===== src/rtl/mem_pkg.sv =====
// mem_pkg: access-size encodings, FSM states and alignment helper for mem_access_unit
package mem_pkg;
  localparam logic [1:0] SZ_BYTE = 2'b00;
  localparam logic [1:0] SZ_HALF = 2'b01;
  localparam logic [1:0] SZ_WORD = 2'b10;
  typedef enum logic [1:0] {IDLE, BUSY, DONE} state_t;
  // size 2'b11 behaves as a word access
  function automatic logic is_misaligned(input logic [1:0] size, input logic [1:0] a);
    return size[1] ? (a != 2'b00) : (size == SZ_HALF) && a[0];
  endfunction
endpackage


===== src/rtl/load_align.sv =====
// load_align: selects the load lane from a read word and sign/zero-extends it
module load_align
  import mem_pkg::*;
(
  input  logic [31:0] rdata,
  input  logic [1:0]  addr,
  input  logic [1:0]  size,
  input  logic        uns,
  output logic [31:0] data
);
  logic [7:0]  w_b;
  logic [15:0] w_h;
  assign w_b  = rdata[{addr, 3'b000} +: 8];
  assign w_h  = addr[1] ? rdata[31:16] : rdata[15:0];
  assign data = size[1] ? rdata
              : (size == SZ_HALF) ? {{16{w_h[15] & ~uns}}, w_h}
              : {{24{w_b[7] & ~uns}}, w_b};
endmodule


===== src/rtl/mem_access_unit.sv =====
// mem_access_unit: MEM-stage data memory interface with stall, alignment check and bus timeout
module mem_access_unit
  import mem_pkg::*;
#(
  parameter int TIMEOUT = 255
) (
  input  logic        clock,
  input  logic        reset,
  input  logic        mem_read_in,
  input  logic        mem_write_in,
  input  logic [1:0]  mem_size_in,
  input  logic        mem_unsigned_in,
  input  logic [31:0] addr_in,
  input  logic [31:0] store_data_in,
  output logic        dmem_req,
  output logic        dmem_we,
  output logic [31:0] dmem_addr,
  output logic [3:0]  dmem_be,
  output logic [31:0] dmem_wdata,
  input  logic        dmem_ack,
  input  logic [31:0] dmem_rdata,
  output logic [31:0] mem_data_out,
  output logic        stall,
  output logic        misaligned,
  output logic        bus_error
);
  localparam int CW = $clog2(TIMEOUT + 1);
  state_t        r_state, w_next;
  logic [CW-1:0] r_cnt;
  logic [31:0]   r_addr, r_wdata, r_data;
  logic [3:0]    r_be;
  logic [1:0]    r_lane, r_size;
  logic          r_we, r_uns, r_berr;
  logic          w_acc, w_mis, w_go, w_tmo;
  logic [3:0]    w_be;
  logic [31:0]   w_wdata, w_ld;
  assign w_acc   = mem_read_in | mem_write_in;
  assign w_mis   = is_misaligned(mem_size_in, addr_in[1:0]);
  assign w_go    = (r_state == IDLE) && w_acc && !w_mis;
  assign w_tmo   = r_cnt == CW'(TIMEOUT - 1);
  assign w_be    = mem_size_in[1] ? 4'hF : (mem_size_in[0] ? 4'h3 : 4'h1) << addr_in[1:0];
  assign w_wdata = mem_size_in[1] ? store_data_in
                 : mem_size_in[0] ? {2{store_data_in[15:0]}} : {4{store_data_in[7:0]}};
  assign dmem_req     = r_state == BUSY;
  assign stall        = !reset && (w_go || r_state == BUSY);
  assign misaligned   = (r_state == IDLE) && w_acc && w_mis;
  assign dmem_we      = r_we;
  assign dmem_addr    = r_addr;
  assign dmem_be      = r_be;
  assign dmem_wdata   = r_wdata;
  assign mem_data_out = r_data;
  assign bus_error    = r_berr;
  load_align u_align (
    .rdata (dmem_rdata),
    .addr  (r_lane),
    .size  (r_size),
    .uns   (r_uns),
    .data  (w_ld)
  );
  always_ff @(posedge clock or posedge reset)
    if (reset) r_state <= IDLE;
    else       r_state <= w_next;
  always_comb begin
    w_next = r_state;
    if (w_go) w_next = BUSY;
    if (r_state == BUSY && (dmem_ack || w_tmo)) w_next = DONE;
    if (r_state == DONE) w_next = IDLE;
  end
  // ack wins over a timeout landing in the same cycle
  always_ff @(posedge clock or posedge reset) begin
    if (reset) begin
      r_cnt   <= '0;
      r_addr  <= '0;
      r_wdata <= '0;
      r_data  <= '0;
      r_be    <= '0;
      r_lane  <= '0;
      r_size  <= '0;
      r_we    <= 1'b0;
      r_uns   <= 1'b0;
      r_berr  <= 1'b0;
    end else begin
      r_berr <= 1'b0;
      if (w_go) begin
        r_cnt   <= '0;
        r_addr  <= {addr_in[31:2], 2'b00};
        r_lane  <= addr_in[1:0];
        r_size  <= mem_size_in;
        r_uns   <= mem_unsigned_in;
        r_be    <= w_be;
        r_wdata <= w_wdata;
        r_we    <= mem_write_in;
      end
      if (r_state == BUSY) begin
        if (dmem_ack) begin
          if (!r_we) r_data <= w_ld;
        end else if (w_tmo) begin
          r_data <= '0;
          r_berr <= 1'b1;
        end else begin
          r_cnt <= r_cnt + 1'b1;
        end
      end
    end
  end
endmodule


===== config.mk =====
export PLATFORM = sky130hd
export DESIGN_NAME = mem_access_unit
export DESIGN_NICKNAME = d
export VERILOG_FILES = /design/src/rtl/mem_pkg.sv /design/src/rtl/load_align.sv /design/src/rtl/mem_access_unit.sv
export SDC_FILE = /design/constraint.sdc
export NUM_CORES = 1
export LEC_CHECK = 0
export CAP_MARGIN = 10
export CORE_MARGIN = 2
export CORE_UTILIZATION = 40
export CTS_CLUSTER_SIZE = 25
export DETAILED_ROUTE_END_ITERATION = 8
export PLACE_DENSITY = 0.74
export SLEW_MARGIN = 20
export SYNTH_ARGS = -nofsm -noshare
export SYNTH_HDL_FRONTEND = slang
export SYNTH_HIERARCHICAL = 1
export SYNTH_SLANG_ARGS = --single-unit

===== constraint.sdc =====
create_clock -name clock -period 5.5 [get_ports clock]
set_clock_uncertainty 0.2 [all_clocks]
set_input_delay 1.375 -clock clock [delete_from_list [all_inputs] [get_ports clock]]
set_output_delay 1.375 -clock clock [all_outputs]
set_load 0.005 [all_outputs]

==> results.json <==
{
  "busiest_layer": "met2",
  "preCtsSetupSlack_ps": 752,
  "p_leak_nw": 3.44,
  "rsz0062_at_grt": "no",
  "yosysWarnings": 6,
  "clockPowerShare_pct": 24.8,
  "cp-start-kind": "input pin",
  "p_int_w": 0.00315,
  "drv_slew": 0,
  "powerDensity_nw_per_um2": 557,
  "avgRoutedWirePerCell_um": 18.2,
  "holdCritStartpoint": "dmem_be[0]$_DFFE_PP0P_",
  "synth_area_per_cell_um2": 11.9,
  "finalSetupViolCount": 0,
  "drt_iter0_markers": 387,
  "worst_slew_pin_slew_ps": 1010,
  "antenna_cells": 0,
  "wirelength_mm": 15.3,
  "grt_antenna_before_repair": 0,
  "p_sw_share_pct": 30.9,
  "worstPathArrival_ps": 3190,
  "core_um2": 13200,
  "drive_gt1_share_pct": 14.8,
  "die_area_um2": 14500,
  "grt_use_met2_pct": 34.4,
  "via_per_inst": 5.48,
  "comb_power_share_pct": 42.0,
  "finalHoldViolCount": 0,
  "switchingPower_w": 0.00141,
  "max_stage_delay_ps": 590,
  "yosysUniqueCellTypes": 57,
  "portBuffers": 206,
  "worstPathMaxFanout": 9,
  "fmax_mhz": 210,
  "critPathBufInv": 2,
  "placedCellCount": 812,
  "worstPathRequired_ps": 3920,
  "initial_core_util_pct": 40.9,
  "cp_slowest_cell": "clkdlybuf4s50_1",
  "grt_pass1_vias": 4647,
  "grt_max_degree": 79,
  "fin_crit_sh_pct": 86.7,
  "grt-ovfl-total": 0,
  "crit_type": "input pin to output port",
  "first_pass_iters": 6,
  "cp_cell_sequence": "clkdlybuf4s50_1 > a21oi_1 > o211ai_4 > a21oi_1 > clkdlybuf4s50_1",
  "vdd_drop_max_v": 0.000278,
  "period_minus_slack_ps": 4770,
  "ys_seq_area_share_pct": 53.1,
  "tns_ps": 0,
  "htreeDepth": 4,
  "drcViolationCount": 0,
  "max_slew_margin_pct": 33.0,
  "die_h_um": 120,
  "layout.cells.non_filler": 844,
  "nNetsFinal": 761,
  "use_met3_pct": 7.26,
  "cts_tree": "done",
  "grt_use_total_pct": 21.4,
  "cts_setup_buffers": 0,
  "clock_sinks": 115,
  "crit_family": "buffers and inverters",
  "whs_ps": 280,
  "clk_path_buf_depth": 2,
  "ioPinCount": 209,
  "status": "finished clean",
  "postRouteAntennaNets": 0,
  "cts_inserted_buffers": 17,
  "nFillCells": 1067,
  "clockRootBuffer": "clkbuf_16",
  "syn-cell-area_um2": 5420,
  "hold_path_class": "register to register",
  "via_count": 4624,
  "crit_start": "mem_size_in[1]",
  "seqPwrFrac_pct": 33.3,
  "clkSlewWorstSetupHoldPaths_ps": 60,
  "fp-row-count": 42,
  "area_delta_synth_final_pct": 51.2,
  "hpwl_mm": 11.0,
  "holdBufCountCts": 0,
  "cts_resized": 0,
  "timing.rr.start": "r_size[1]$_DFFE_PP0P_",
  "grt_pass1_wl_mm": 24.2,
  "setup_slack_ps": 733,
  "critPathCaptureType": "output port",
  "chipWidth_um": 120,
  "ys_seq_elements": 115,
  "use_met1_pct": 27.6,
  "gp_routability_congestion": 0.842,
  "max-cap-violations": 0,
  "insertion_delay_ps": 410,
  "syn_inst": 454
}
==> cells in the mapped netlist (all sizes together) <==
cell type / number / area, um2
a211o: 1 / 8.76
a211oi: 1 / 7.51
a21boi: 1 / 7.51
a21o: 4 / 30.0
a21oi: 12 / 60.1
a221o: 31 / 310
a22o: 32 / 280
a2bb2oi: 8 / 70.1
and2: 2 / 12.5
and3: 3 / 18.8
and4: 1 / 8.76
buf: 24 / 160
clkbuf: 9 / 47.6
conb: 1 / 3.75
dfrtp: 115 / 2880
ha: 2 / 25.0
inv: 7 / 26.3
mux2: 44 / 499
mux2i: 10 / 113
mux4: 1 / 22.5
nand2: 36 / 135
nand2b: 3 / 18.8
nand3: 4 / 20.0
nand3b: 1 / 7.51
nand4: 2 / 12.5
nor2: 16 / 62.6
nor2b: 16 / 100
nor3: 8 / 40.0
nor3b: 3 / 43.8
nor4: 2 / 27.5
o211ai: 5 / 42.5
o21ai: 25 / 125
o21bai: 8 / 63.8
o311ai: 2 / 17.5
o31ai: 5 / 37.5
o32ai: 2 / 17.5
o41ai: 1 / 8.76
or2: 3 / 21.3
or3: 1 / 6.26
xnor2: 1 / 8.76
xor2: 1 / 8.76
==> logic make-up (layout without fill, tap and decap cells) <==
group	after synthesis	in the layout	synth area share, %
compound gates	138	138	20.1
xor+xnor	2	2	0.324
fa+ha+maj	2	2	0.462
buf+inv	40	253	4.32
flops	115	115	53.1
mux	55	55	11.7
other cells	1	2	0.0692
simple gates	101	101	9.89
==> power groups by stage <==
stage / clock [W] / combinational, W / sequential, W
after floorplan: 0 / 0.000974 / 0.00147
after global placement: 0 / 0.00189 / 0.00150
after detailed placement: 0 / 0.00192 / 0.00152
after CTS: 0.00115 / 0.00193 / 0.00152
after global routing: 0.00119 / 0.00207 / 0.00157
final: 0.00113 / 0.00191 / 0.00152
==> layer usage <==
metal | share of wire (%) | wire [um] | vias to the layer above
met4 | 1.5 | 232 | 0
met1 | 41 | 6340 | 2232
met2 | 48 | 7420 | 243
met3 | 8.6 | 1330 | 29
li1 | - | - | 2120
met5 | 0 | 0 | -
==> worst register-to-register path: stages (launching register included) <==
cell     delay (ps)
dfrtp_2         750
or2_0           850
nor3b_4         150
a221o_1         320
a22o_1          210
==> stage by stage <==
| stage | total power (W) | util [%] | cell area, um2 |
|---|---|---|---|
| final | 0.00456 | 61.8 | 8190 |
| after detailed placement | 0.00344 | 57.1 | 7570 |
| after floorplan | 0.00245 | - | 5420 |
| after global routing | 0.00484 | 61.8 | 8190 |
| after CTS | 0.00459 | 61.8 | 8190 |
| after global placement | 0.00339 | 57.1 | 7570 |
==> layout by cell type (no fill, tap or decap), types with 7 or more instances in the layout <==
master,count
o21bai_1,7
a22o_1,32
dfrtp_1,114
a2bb2oi_1,8
mux2i_1,9
o21ai_0,15
clkdlybuf4s50_1,206
buf_4,8
o21ai_1,10
clkbuf_16,17
nor2_1,14
a21oi_1,12
a221o_1,31
nor3_1,8
nand2_1,35
mux2_2,43
nor2b_1,16
==> final cells by class <==
cell class	instances	area, um2	area share (%)
sequential	115	2880	35.2
multi-input combinational	300	2320	28.3
timing repair buffer	214	2120	25.9
clock buffer	18	439	5.36
tap	176	220	2.69
clock inverter	14	179	2.18
inverter	7	28.8	0.351
==> flip-flops by register name (all words and copies together), names as in the netlist, 2 cells and up <==
signal / cells
dmem_be: 4
mem_data_out: 32
r_lane: 2
r_size: 2
dmem_addr: 30
dmem_wdata: 32
r_state: 2
r_cnt: 8
==> worst paths after layout <==
path                                           endpoint  slack (ps)  cells after the start
max in group asynchronous    dmem_wdata[21]$_DFFE_PP0P_        2970                      3
min                              dmem_be[0]$_DFFE_PP0P_         280                      1
max reg2reg                mem_data_out[10]$_DFFE_PP0P_        2910                      4
min in group asynchronous  mem_data_out[17]$_DFFE_PP0P_        1270                      2
min reg2reg                      dmem_be[0]$_DFFE_PP0P_         280                      1
max                                               stall         730                      5
Note: power is estimated with default switching activity, not from simulation.
